--- src/rtl/mux_sel_if.sv ---
// mux_sel_if: board-side bundle between the switch/button inputs and the mux select.
// Ports: mode, hold, step, sw (master->slave); sel, sel_valid, wrap, state (slave->master).
interface mux_sel_if #(
  parameter int SEL_W = 4
);
  logic             mode;
  logic             hold;
  logic             step;
  logic [SEL_W-1:0] sw;
  logic [SEL_W-1:0] sel;
  logic             sel_valid;
  logic             wrap;
  logic [1:0]       state;

  modport master (
    output mode,
    output hold,
    output step,
    output sw,
    input  sel,
    input  sel_valid,
    input  wrap,
    input  state
  );

  modport slave (
    input  mode,
    input  hold,
    input  step,
    input  sw,
    output sel,
    output sel_valid,
    output wrap,
    output state
  );
endinterface

--- src/rtl/mux_sel_sequencer.sv ---
// mux_sel_sequencer: drives the board mux select from switches, an auto scan or a stepped pause.
// Ports: clk, rst (sync, active-high); sel_if.slave carries mode/hold/step/sw in, sel/sel_valid/wrap/state out.
module mux_sel_sequencer #(
  parameter int SEL_W = 4,
  parameter int DWELL = 50_000_000,
  parameter int CNT_W = 26
) (
  input  logic      clk,
  input  logic      rst,
  mux_sel_if.slave  sel_if
);

  typedef enum logic [1:0] {
    S_IDLE   = 2'b00,
    S_MANUAL = 2'b01,
    S_AUTO   = 2'b10,
    S_PAUSE  = 2'b11
  } state_e;

  localparam logic [CNT_W-1:0] CNT_LAST = CNT_W'(DWELL - 1);
  localparam logic [SEL_W-1:0] SEL_MAX  = '1;

  state_e           state_q, state_d;
  logic [SEL_W-1:0] sel_q, sel_d;
  logic [CNT_W-1:0] cnt_q, cnt_d;
  logic             wrap_q, wrap_d;
  logic             valid_q, valid_d;
  logic             step_q;
  logic             step_edge;
  logic             adv;

  assign step_edge = sel_if.step & ~step_q;

  // State register
  always_ff @(posedge clk) begin
    if (rst) begin
      state_q <= S_IDLE;
      sel_q   <= '0;
      cnt_q   <= '0;
      wrap_q  <= 1'b0;
      valid_q <= 1'b0;
      step_q  <= 1'b0;
    end else begin
      state_q <= state_d;
      sel_q   <= sel_d;
      cnt_q   <= cnt_d;
      wrap_q  <= wrap_d;
      valid_q <= valid_d;
      step_q  <= sel_if.step;
    end
  end

  // Next-state logic: mode beats hold in every active state
  always_comb begin
    state_d = state_q;
    unique case (state_q)
      S_IDLE: begin
        state_d = sel_if.mode ? S_AUTO : S_MANUAL;
      end
      S_MANUAL: begin
        if (sel_if.mode) state_d = S_AUTO;
      end
      S_AUTO: begin
        if (!sel_if.mode)     state_d = S_MANUAL;
        else if (sel_if.hold) state_d = S_PAUSE;
      end
      S_PAUSE: begin
        if (!sel_if.mode)      state_d = S_MANUAL;
        else if (!sel_if.hold) state_d = S_AUTO;
      end
      default: state_d = S_IDLE;
    endcase
  end

  // Datapath / output logic
  always_comb begin
    adv   = 1'b0;
    sel_d = sel_q;
    cnt_d = cnt_q;
    unique case (state_q)
      S_IDLE: begin
        cnt_d = '0;
      end
      S_MANUAL: begin
        cnt_d = '0;
        // Leaving for AUTO keeps the last manual value
        if (!sel_if.mode) sel_d = sel_if.sw;
      end
      S_AUTO: begin
        if (!sel_if.mode) begin
          sel_d = sel_if.sw;
          cnt_d = '0;
        end else if (!sel_if.hold) begin
          // Step and terminal count together still advance once
          if (step_edge || cnt_q == CNT_LAST) adv = 1'b1;
          else cnt_d = cnt_q + CNT_W'(1);
        end
      end
      S_PAUSE: begin
        if (!sel_if.mode) begin
          sel_d = sel_if.sw;
          cnt_d = '0;
        end else if (step_edge) begin
          adv = 1'b1;
        end
      end
      default: begin
        sel_d = '0;
        cnt_d = '0;
      end
    endcase
    if (adv) begin
      sel_d = sel_q + SEL_W'(1);
      cnt_d = '0;
    end
    wrap_d  = adv && (sel_q == SEL_MAX);
    valid_d = (state_d != S_IDLE);
  end

  assign sel_if.sel       = sel_q;
  assign sel_if.sel_valid = valid_q;
  assign sel_if.wrap      = wrap_q;
  assign sel_if.state     = state_q;

endmodule

--- src/flat_wrapper.sv ---
// flat-port wrapper written by rule: the top's interface ports become plain ports
module mux_sel_sequencer_flat 
#(
  parameter int SEL_W = 4,
  parameter int DWELL = 50_000_000,
  parameter int CNT_W = 26
)
  (clk, rst, sel_if_mode, sel_if_hold, sel_if_step, sel_if_sw, sel_if_sel, sel_if_sel_valid, sel_if_wrap, sel_if_state);
  mux_sel_if #(.SEL_W(SEL_W)) sel_if_i ();
  input  logic clk;
  input  logic rst;
  input wire logic [$bits(sel_if_i.mode)-1:0] sel_if_mode;
  input wire logic [$bits(sel_if_i.hold)-1:0] sel_if_hold;
  input wire logic [$bits(sel_if_i.step)-1:0] sel_if_step;
  input wire logic [$bits(sel_if_i.sw)-1:0] sel_if_sw;
  output wire logic [$bits(sel_if_i.sel)-1:0] sel_if_sel;
  output wire logic [$bits(sel_if_i.sel_valid)-1:0] sel_if_sel_valid;
  output wire logic [$bits(sel_if_i.wrap)-1:0] sel_if_wrap;
  output wire logic [$bits(sel_if_i.state)-1:0] sel_if_state;
  assign sel_if_i.mode = sel_if_mode;
  assign sel_if_i.hold = sel_if_hold;
  assign sel_if_i.step = sel_if_step;
  assign sel_if_i.sw = sel_if_sw;
  assign sel_if_sel = sel_if_i.sel;
  assign sel_if_sel_valid = sel_if_i.sel_valid;
  assign sel_if_wrap = sel_if_i.wrap;
  assign sel_if_state = sel_if_i.state;
  mux_sel_sequencer #(.SEL_W(SEL_W), .DWELL(DWELL), .CNT_W(CNT_W)) u_core (.clk(clk), .rst(rst), .sel_if(sel_if_i));
endmodule
--- config.mk ---
export PLATFORM = sky130hd
export DESIGN_NAME = mux_sel_sequencer_flat
export DESIGN_NICKNAME = d
export VERILOG_FILES = /design/src/rtl/mux_sel_if.sv /design/src/rtl/mux_sel_sequencer.sv /design/src/flat_wrapper.sv
export SDC_FILE = /design/constraint.sdc
export NUM_CORES = 1
export LEC_CHECK = 0
export ABC_AREA = 1
export CAP_MARGIN = 5
export CORE_MARGIN = 2
export CORE_UTILIZATION = 50
export CTS_CLUSTER_DIAMETER = 100
export DETAILED_ROUTE_END_ITERATION = 12
export DONT_BUFFER_PORTS = 1
export GPL_TIMING_DRIVEN = 1
export MAX_ROUTING_LAYER = met4
export PLACE_DENSITY = 0.75
export SYNTH_ARGS = -nofsm -noshare
export SYNTH_HDL_FRONTEND = slang
export SYNTH_SLANG_ARGS = --single-unit
--- constraint.sdc ---
create_clock -name clk -period 2.6 [get_ports clk]
set_clock_uncertainty 0.15 [all_clocks]
set_input_delay 0.52 -clock clk [delete_from_list [all_inputs] [get_ports clk]]
set_output_delay 0.52 -clock clk [all_outputs]
set_load 0.02 [all_outputs]
==> run summary <==
status - complete, no violations
Setup WS pre-CTS - 389.8 ps
synth warn - 0
CP dominant cell by count - nand2_1
Num CTS Buffers - 5
Final min period - 2221 ps
Post-Syn Area - 2258 um^2
setup TNS - 0 ps
drt pass-1 iters - 4
PwrDens - 432.2 nW/um^2
# H-tree levels - 2
Resize count post-CTS - 0
Leak - 0.7651 nW
r2r worst-path depth - 13
Slew Limit Fails - 0
Layout area overhead - 4.100%
GRT met3 Usage - 0.05271
Fin. Hold Viols - 0
worst hold path class - in2reg
Final Util - 0.5399
Worst-Skew Late Latency - 300 ps
Final Wtd Congestion - 0.9621
synth unique cells - 30
met1 usage - 0.3024
CP Launch Type - flop
routed len/inst - 12.81 um
I/O pin cnt - 17
drt drc - 0
Final Cycle Share - 0.8543
largest stage delay on the critical path - 380 ps
reg2reg start - u_core.cnt_q[0]
num rows - 24
clock sink count - 35
via count - 2248
Syn Area/Cell - 6.120 um^2
Worst path slowest cell - dfxtp_1
placed insts - 412
Via density - 5.352
r2r setup slk - 380 ps
gr busiest metal - met2
design area - 2351 um^2
flops & latches, synth - 35
DRT iter0 DRCs - 172
arrival time worst endpoint - 2270 ps
Die Width - 71.21 um
Final ANT Viol Nets - 0
Synth Instances - 369
Final Non-Filler Cells - 420
Mapped Nets - 380
hold_buf cts - 0
crit end category - flop
setup bufs post-CTS - 0
maximum operating frequency - 450.2 MHz
crit path max fanout - 22
Starting Density - 0.5187
Final setup viols - 0
pin count of the biggest net entering global routing - 23
Hold WS - 135.7 ps
Pwr Total - 1.016 mW
CTS tree - done
GR Overflow Total - 0
register area share after synthesis - 0.3102
crit-path leading delay family - simple AND/OR/NAND/NOR gates
share of cells above drive strength 1 - 0.08152
critical-path cell list - ha_1 -> inv_2 -> nor2_4 -> inv_2 -> nor2_1 -> nand2_1 -> nand2_1 -> nand2_1 -> nand2_2 -> nand2_4 -> nand2_4 -> nor2_2 -> and2_4
IO Port Bufs - 0
worst vdd ir - 0.3277 mV
normalized max-slew margin - 0.7116
CP Capture Point - u_core.cnt_q[0]
Reg-to-Reg End - u_core.cnt_q[0]
Hold Path Depth - 1
ant diodes - 0
Die H - 71.21 um
Levels on crit path - 13
final WL - 5.380 mm
All-Layer GR Usage - 0.2316
final worst slack - 378.9 ps
DPL Wire Length - 4.071 mm
Die ar. - 5070 um^2
number of global-route vias before repair - 2059
core area - 4354 um^2
Critical path origin - u_core.cnt_q[0]
initial antenna violation count - 0
Reg clk slew, reported paths - 80 ps
first-pass GRT wire length - 9.163 mm
NumNets Final - 378
Root Buffer - clkbuf_8
Cell Area, Placed - 2262 um^2
max cap viols - 0
met2 Usage GRT - 0.3642
Slew @ Worst Pin - 432.1 ps
Crit path buffers/inverters - 2
critical path class - reg2reg
Clock Tree Buf Depth - 2
CP required - 2650 ps
RSZ-0062 raised after global routing - no
state kept, by name, indices dropped and copies added (netlist names):
name / cells
u_core.sel_if.state: 2
u_core.cnt_q: 26
u_core.sel_if.sel_valid: 1
u_core.sel_if.sel: 4
u_core.sel_if.wrap: 1
u_core.step_q: 1
worst reg2reg max path, stage by stage, from the launching register on:
cell	delay [ps]
dfxtp_1	380
ha_1	320
inv_2	90
nor2_4	170
inv_2	60
nor2_1	90
nand2_1	70
nand2_1	60
nand2_1	50
nand2_2	100
nand2_4	100
nand2_4	240
nor2_2	90
and2_4	160
layout by cell type, fill, tap and decap left out, types with 2 or more instances in the layout:
master / Yosys / routed
a21oi_1: 31 / 31
buf_4: 4 / 3
clkbuf_8: 0 / 5
clkinvlp_4: 0 / 2
dfxtp_1: 35 / 35
ha_1: 2 / 2
inv_1: 30 / 30
inv_2: 3 / 3
nand2_1: 113 / 113
nand2_2: 3 / 3
nand2_4: 2 / 2
nand3_1: 37 / 37
nand4_1: 7 / 7
nor2_1: 55 / 55
nor2_2: 5 / 5
nor3_1: 9 / 9
nor3_2: 2 / 2
nor3b_1: 2 / 2
o21ai_0: 3 / 3
or2_2: 2 / 2
xnor2_1: 2 / 2
xor2_1: 7 / 7
Yosys cell counts:
cell	number	area (um^2)
nand2_1	113	424.2
nor2_1	55	206.5
nand3_1	37	185.2
dfxtp_1	35	700.7
a21oi_1	31	155.2
inv_1	30	112.6
nor3_1	9	45.04
nand4_1	7	43.79
xor2_1	7	61.31
nor2_2	5	31.28
buf_4	4	30.03
clkbuf_1	4	15.01
buf_6	3	33.78
inv_2	3	11.26
nand2_2	3	18.77
o21ai_0	3	15.01
ha_1	2	25.02
nand2_4	2	22.52
nor3_2	2	20.02
nor3b_1	2	15.01
or2_2	2	12.51
xnor2_1	2	17.52
a31oi_1	1	6.260
and2_4	1	8.760
and3_1	1	6.260
buf_2	1	5.000
clkinv_1	1	3.750
nor2_4	1	11.26
o21a_1	1	7.510
o21bai_1	1	7.510
kinds of logic (layout without fill, tap and decap cells):
family / after synthesis / in the layout / synth area share
and+or+nand+nor: 240 / 240 / 0.4654
buffers and inverters: 46 / 45 / 0.09362
AOI/OAI and AO/OA: 37 / 37 / 0.08477
DFF: 35 / 35 / 0.3102
xor gates and xnor gates: 9 / 9 / 0.03490
adders and majority gates: 2 / 2 / 0.01108
power by group:
group          leakage, nW  internal [mW]  switching, mW
Clock               0.0402          0.186          0.209
Sequential           0.284          0.543         0.0165
Combinational        0.441         0.0176         0.0431
final cells by class:
class | instances | area, um^2
Timing Repair Buffer | 3 | 22.52
Tap cell | 52 | 65.06
Inverter | 34 | 127.6
Multi-Input combinational cell | 288 | 1346
Fill cell | 443 | 2003
Clock inverter | 3 | 20.02
Sequential cell | 35 | 700.7
Clock buffer | 5 | 68.82
worst min path at each step:
stage,to,slack [ps],start
floorplan,u_core.cnt_q[1],310,u_core.cnt_q[1]
global placement,u_core.cnt_q[1],320,u_core.cnt_q[1]
detailed placement,u_core.cnt_q[1],330,u_core.cnt_q[1]
CTS,u_core.sel_if.state[0],130,rst
global route,u_core.sel_if.state[1],130,rst
finish,u_core.sel_if.state[0],140,rst
metal layers:
metal	part of all wire	routed length, um	vias up
met3	0.064	345	6
li1	-	-	1171
met4	0.0086	46	0
met5	0	0	-
met2	0.44	2380	70
met1	0.48	2607	1001
Note: power is estimated with default switching activity, not from simulation.
